--- src/rtl/fnd_pkg.sv ---
// Shared types and constants for the 4-digit FND scan driver.
package fnd_pkg;

  typedef enum logic [1:0] {
    ST_IDLE    = 2'd0,
    ST_CONV_HI = 2'd1,
    ST_CONV_LO = 2'd2,
    ST_COMMIT  = 2'd3
  } conv_state_t;

  localparam logic [7:0] FND_OFF = 8'hFF;
  localparam logic [3:0] COM_OFF = 4'hF;

  // Active-low {dp,g,f,e,d,c,b,a}, dp off
  localparam logic [7:0] SEG_FONT [10] = '{
    8'hC0, 8'hF9, 8'hA4, 8'hB0, 8'h99,
    8'h92, 8'h82, 8'hF8, 8'h80, 8'h90
  };

  function automatic logic [7:0] font_of(input logic [3:0] d);
    logic [7:0] f;
    f = FND_OFF;
    if (d < 4'd10) f = SEG_FONT[d];
    return f;
  endfunction

  function automatic logic [6:0] clamp99(input logic [6:0] v);
    return (v > 7'd99) ? 7'd99 : v;
  endfunction

endpackage

--- src/rtl/bin2bcd_seq.sv ---
// Sequential subtract-by-10 splitter for two 0..99 values into tens/ones.
module bin2bcd_seq
  import fnd_pkg::*;
(
  input  logic       clk,
  input  logic       rst,
  input  logic       start,
  input  logic [6:0] hi,
  input  logic [6:0] lo,
  output logic       busy,
  output logic       done,
  output logic [3:0] tens_hi,
  output logic [3:0] ones_hi,
  output logic [3:0] tens_lo,
  output logic [3:0] ones_lo
);

  conv_state_t state;
  logic [6:0]  rem_hi;
  logic [6:0]  rem_lo;
  logic [3:0]  t_hi;
  logic [3:0]  t_lo;

  always_ff @(posedge clk or negedge rst) begin
    if (!rst) begin
      state  <= ST_IDLE;
      rem_hi <= '0;
      rem_lo <= '0;
      t_hi   <= '0;
      t_lo   <= '0;
    end else begin
      case (state)
        ST_IDLE: begin
          if (start) begin
            rem_hi <= clamp99(hi);
            rem_lo <= clamp99(lo);
            t_hi   <= '0;
            t_lo   <= '0;
            state  <= ST_CONV_HI;
          end
        end
        ST_CONV_HI: begin
          if (rem_hi >= 7'd10) begin
            rem_hi <= rem_hi - 7'd10;
            t_hi   <= t_hi + 4'd1;
          end else begin
            state <= ST_CONV_LO;
          end
        end
        ST_CONV_LO: begin
          if (rem_lo >= 7'd10) begin
            rem_lo <= rem_lo - 7'd10;
            t_lo   <= t_lo + 4'd1;
          end else begin
            state <= ST_COMMIT;
          end
        end
        ST_COMMIT: state <= ST_IDLE;
        default:   state <= ST_IDLE;
      endcase
    end
  end

  // busy stays high through COMMIT, so a load in that cycle is dropped
  assign busy    = (state != ST_IDLE);
  assign done    = (state == ST_COMMIT);
  assign tens_hi = t_hi;
  assign ones_hi = rem_hi[3:0];
  assign tens_lo = t_lo;
  assign ones_lo = rem_lo[3:0];

endmodule

--- src/rtl/fnd_scan_driver.sv ---
// Basys3 4-digit common-anode FND driver: scan, anti-ghost blanking, blink dot, LZ suppression.
module fnd_scan_driver
  import fnd_pkg::*;
#(
  parameter int BLANK_CYCLES = 4,
  parameter int BLINK_CYCLES = 50_000_000
) (
  input  logic       clk,
  input  logic       rst,
  input  logic [2:0] fnd_sel,
  input  logic       load,
  input  logic [6:0] value_hi,
  input  logic [6:0] value_lo,
  input  logic       blink_en,
  input  logic       lz_en,
  output logic       busy,
  output logic [3:0] fnd_com,
  output logic [7:0] fnd_font
);

  localparam logic [3:0]  BLANK_INIT = 4'(BLANK_CYCLES);
  localparam logic [25:0] BLINK_LAST = 26'(BLINK_CYCLES - 1);

  logic       conv_done;
  logic [3:0] c_tens_hi, c_ones_hi, c_tens_lo, c_ones_lo;

  bin2bcd_seq u_conv (
    .clk     (clk),
    .rst     (rst),
    .start   (load),
    .hi      (value_hi),
    .lo      (value_lo),
    .busy    (busy),
    .done    (conv_done),
    .tens_hi (c_tens_hi),
    .ones_hi (c_ones_hi),
    .tens_lo (c_tens_lo),
    .ones_lo (c_ones_lo)
  );

  logic [3:0]  d3, d2, d1, d0;
  logic [2:0]  prev_sel;
  logic [3:0]  blank_cnt;
  logic [3:0]  blank_next;
  logic [25:0] blink_cnt;
  logic        blink_ph;
  logic [1:0]  idx;
  logic [3:0]  cur_digit;
  logic [7:0]  font_next;
  logic [3:0]  com_next;

  assign idx = fnd_sel[1:0];

  always_comb begin
    blank_next = blank_cnt;
    if (fnd_sel != prev_sel) blank_next = BLANK_INIT;
    else if (blank_cnt != 4'd0) blank_next = blank_cnt - 4'd1;

    cur_digit = d0;
    case (idx)
      2'd0: cur_digit = d0;
      2'd1: cur_digit = d1;
      2'd2: cur_digit = d2;
      2'd3: cur_digit = d3;
      default: cur_digit = d0;
    endcase

    font_next = font_of(cur_digit);
    if (idx == 2'd3 && lz_en && d3 == 4'd0) font_next = FND_OFF;
    font_next[7] = !(idx == 2'd2 && blink_en && blink_ph);

    // Anodes are decided from the next blank count so BLANK_CYCLES=0 gives no gap
    com_next = (blank_next != 4'd0) ? COM_OFF : ~(4'b0001 << idx);
  end

  always_ff @(posedge clk or negedge rst) begin
    if (!rst) begin
      d3        <= '0;
      d2        <= '0;
      d1        <= '0;
      d0        <= '0;
      prev_sel  <= 3'b000;
      blank_cnt <= '0;
      blink_cnt <= '0;
      blink_ph  <= 1'b0;
      fnd_com   <= COM_OFF;
      fnd_font  <= FND_OFF;
    end else begin
      prev_sel  <= fnd_sel;
      blank_cnt <= blank_next;
      fnd_com   <= com_next;
      fnd_font  <= font_next;
      if (conv_done) begin
        d3 <= c_tens_hi;
        d2 <= c_ones_hi;
        d1 <= c_tens_lo;
        d0 <= c_ones_lo;
      end
      if (!blink_en) begin
        blink_cnt <= '0;
        blink_ph  <= 1'b0;
      end else if (blink_cnt == BLINK_LAST) begin
        blink_cnt <= '0;
        blink_ph  <= ~blink_ph;
      end else begin
        blink_cnt <= blink_cnt + 26'd1;
      end
    end
  end

endmodule

--- config.mk ---
export PLATFORM = sky130hd
export DESIGN_NAME = fnd_scan_driver
export DESIGN_NICKNAME = d
export VERILOG_FILES = /design/src/rtl/fnd_pkg.sv /design/src/rtl/bin2bcd_seq.sv /design/src/rtl/fnd_scan_driver.sv
export SDC_FILE = /design/constraint.sdc
export NUM_CORES = 1
export LEC_CHECK = 0
export CAP_MARGIN = 40
export CORE_MARGIN = 2
export CORE_UTILIZATION = 59
export DETAILED_ROUTE_END_ITERATION = 8
export PLACE_DENSITY = 0.79
export SLEW_MARGIN = 25
export SYNTH_ARGS = -nofsm -noshare
export SYNTH_HDL_FRONTEND = slang
export SYNTH_SLANG_ARGS = --single-unit
--- constraint.sdc ---
create_clock -name clk -period 2.6 [get_ports clk]
set_clock_uncertainty 0.2 [all_clocks]
set_input_delay 0.39 -clock clk [delete_from_list [all_inputs] [get_ports clk]]
set_output_delay 0.39 -clock clk [all_outputs]
set_load 0.01 [all_outputs]
==> metrics.txt <==
First-pass DRT Iterations=5; switching share of power=between 30% and 40%; post-CTS setup buffers=0; final core occ=69.7%; Net Switching=~1800 uW; share of layout cells above drive strength 1=approximately 17%; status=completed; final setup vio count=0; Setup TNS=0 ns; pin count of the biggest net entering global routing=40; WP data arrival=1.90 ns; Post-synth EDFFs=0; Tmin final=about 2.5 ns; Starting Density=between 50% and 60%; Logic pwr share=between 40% and 50%; Fmax=between 400 and 500 MHz; Clock Pin Slew Worst Setup and Hold Paths=around 0.080 ns; synth top area cells=dfrtp_1 (40%), dfstp_2 (6.9%), mux2_2 (4.9%), ha_1 (4.4%), o21ai_0 (3.7%); initial antenna violation count=0; post-synth cell types=62; worst slack, placed=-0.0418 ns; maximum level of the CTS H-tree=3; Ys Warns=0; tightest hold margin=~0.28 ns; grt total ovfl=0; I/O Pins=35; IO buf count=34; Critical Setup Path Class=reg -> out; Post-Synthesis Cells=about 450; Finished Cell Area=~5300 um2; share of Yosys cell area claimed by the top area cell type=40.4%; Placement Cell Area=roughly 5100 um2; Critical Path Fanout Max=13; top cells by count, synth=dfrtp_1 (74), o21ai_0 (34), nor2_1 (31), a21oi_1 (25), nand2_1 (25); ys async rst share=100%; wire per inst=approximately 15 um; latest clock arrival within the worst-skew pair=roughly 0.36 ns; FF+latch count, synth=86; Syn Nets=approximately 480; crit start category=flop; Detail Placement HPWL=6.61 mm; Core ar.=between 7000 and 8000 um2; DRC=0; GRT Total Usage=between 20% and 30%; DIE AREA=~8500 um2; clock sinks=between 80 and 90; Nets=531; Slew HR=50.6%; vias per inst=around 5.9; total CTS buffers=9; ANT cells=0; Setup crit end kind=output port; worst slew pin tran=0.731 ns; final wirelength=a little over 9 mm; fin crit share=between 90% and 100%; final slew viol count=0; WP data required=2.01 ns; Max Cap Viol=0; Area growth, synth to finish=16.2%; final worst slack=0.112 ns; clk root buf=clkbuf_8; Die Wd=about 92 um; Seq/Total Area, Yosys=around 47%; Hold Path Class=reg -> reg; clock power share=19.0%; Pint=3190 uW; Die Y=between 90 and 100 um; First DRT Iteration DRCs=roughly 180; Flop pwr share=40.3%; RSZ-0062 raised after global routing=no; synthesized area=4590 um2; Max IR drop VDD=about 0.7 mV; TritonCTS clock tree=yes; power density cells=roughly 940 nW/um2; Antenna Nets Post-Route=0; vias=approximately 3600; Mean Syn Cell Area=~10 um2; top_reg_cell synth=dfrtp_1; GP Congestion=approximately 0.86; Final Hold Fails=0; row cnt=32; clock buffer depth=2; Pleak=between 0.002 and 0.0025 uW; vias in the first global route=approximately 3500; count leader, synth=dfrtp_1; first-pass GRT wire length=16.1 mm; Synth area leader=dfrtp_1
## per-stage QoR
stage | power [uW] | instances
CTS | 5010 | 600
floorplan | 3370 | 446
global route | 5380 | 600
global placement | 3940 | 583
detailed placement | 4060 | 583
finish | 5030 | 600
## final cells by class
class / instances / area, um2
clock buffers: 12 / 155
flip-flops and latches: 86 / 2170
clock inverters: 4 / 45.0
multi-input cells: 318 / 2250
fillers: 556 / 2320
inverters: 26 / 97.6
repair buffers: 52 / 488
well taps: 102 / 128
## sequential cells by signal, summed over array words and instances, names as in the netlist, 7 cells and up
name and cells:
blink_cnt 26, u_conv.rem_hi 7, u_conv.rem_lo 7, fnd_font 8
## cell usage in the layout, fill, tap and decap left out, types with 3 or more instances in the layout
cell             synthesis  layout
dfrtp_1                 74      74
o21ai_0                 34      34
clkdlybuf4s50_1          0      33
nor2_1                  31      31
nand2_1                 25      25
a21oi_1                 25      25
inv_1                   24      24
mux2_2                  20      20
buf_4                    0      17
nand3_1                 15      15
ha_1                    16      15
or3_1                   14      14
dfstp_2                 12      12
xnor2_1                 11      11
nor3_1                  11      11
clkbuf_8                 0      11
mux2i_1                  9       9
o31ai_1                  8       8
nand2b_1                 7       7
nand4_1                  6       6
and3_1                   6       6
or4_1                    6       6
a31oi_1                  6       6
nor4_1                   4       4
xor2_1                   4       4
nand3b_1                 4       4
nor3b_1                  4       4
mux4_2                   3       3
o22ai_1                  3       3
a21o_1                   3       3
clkinv_2                 0       3
## power by group through the flow
stage	registers, uW	logic, uW	clock network, uW
after CTS	2010	2030	965
after floorplan	1960	1410	0
after global routing	2060	2280	1030
after global placement	2020	1920	0
final	2030	2040	957
after detailed placement	2040	2020	0
## per-layer routing
metal | routed length [um] | track usage [%] | up-vias
met2 | 4480 | 37.3 | 81
li1 | - | - | 1727
met3 | 315 | 2.96 | 15
met1 | 4300 | 32.9 | 1731
met5 | 0 | 0 | -
met4 | 140 | 9.83 | 0
## critical path: stages, from the launching register on
cell and delay, ns:
dfrtp_1 0.41, inv_1 0.14, ha_2 0.35, inv_1 0.14, clkdlybuf4s50_1 0.50
## worst paths after layout
check                                           endpoint                         start  slack (ns)  depth (start not counted)
setup / recovery                                    busy   u_conv.state[0]$_DFFE_PN0P_        0.11                          4
hold / removal                     fnd_font[7]$_DFF_PN1_          blink_ph$_DFFE_PN0P_        0.28                          1
setup reg to reg           u_conv.tens_hi[2]$_DFFE_PN0P_  u_conv.rem_hi[1]$_DFFE_PN0P_        0.29                          7
hold reg to reg                    fnd_font[7]$_DFF_PN1_          blink_ph$_DFFE_PN0P_        0.28                          1
max in group asynchronous        blink_cnt[10]$_DFF_PN0_                           rst        1.32                          3
min in group asynchronous         blank_cnt[0]$_DFF_PN0_                           rst        0.29                          2
## what timing repair did
item | 4_1_cts | 5_1_grt
hold endpoints to repair | 16 | 0
setup endpoints to repair | 1 | 1
hold buffers | 1 | 0
gates resized for setup | 1 | 1
cloned | 0 | 0
## cells by family (layout without fill, tap and decap cells)
kind of cell | after synthesis | count (layout) | share of synthesized area, %
flip-flops | 86 | 86 | 47.2
XOR/XNOR | 15 | 15 | 2.86
AO/OA/AOI/OAI | 102 | 102 | 14.4
AND/OR/NAND/NOR | 153 | 153 | 18.8
adder cells (fa/ha/maj) | 16 | 16 | 4.36
multiplexers | 32 | 32 | 8.34
buffers and inverters | 42 | 94 | 4.04
(Power assumes the default switching activity.)
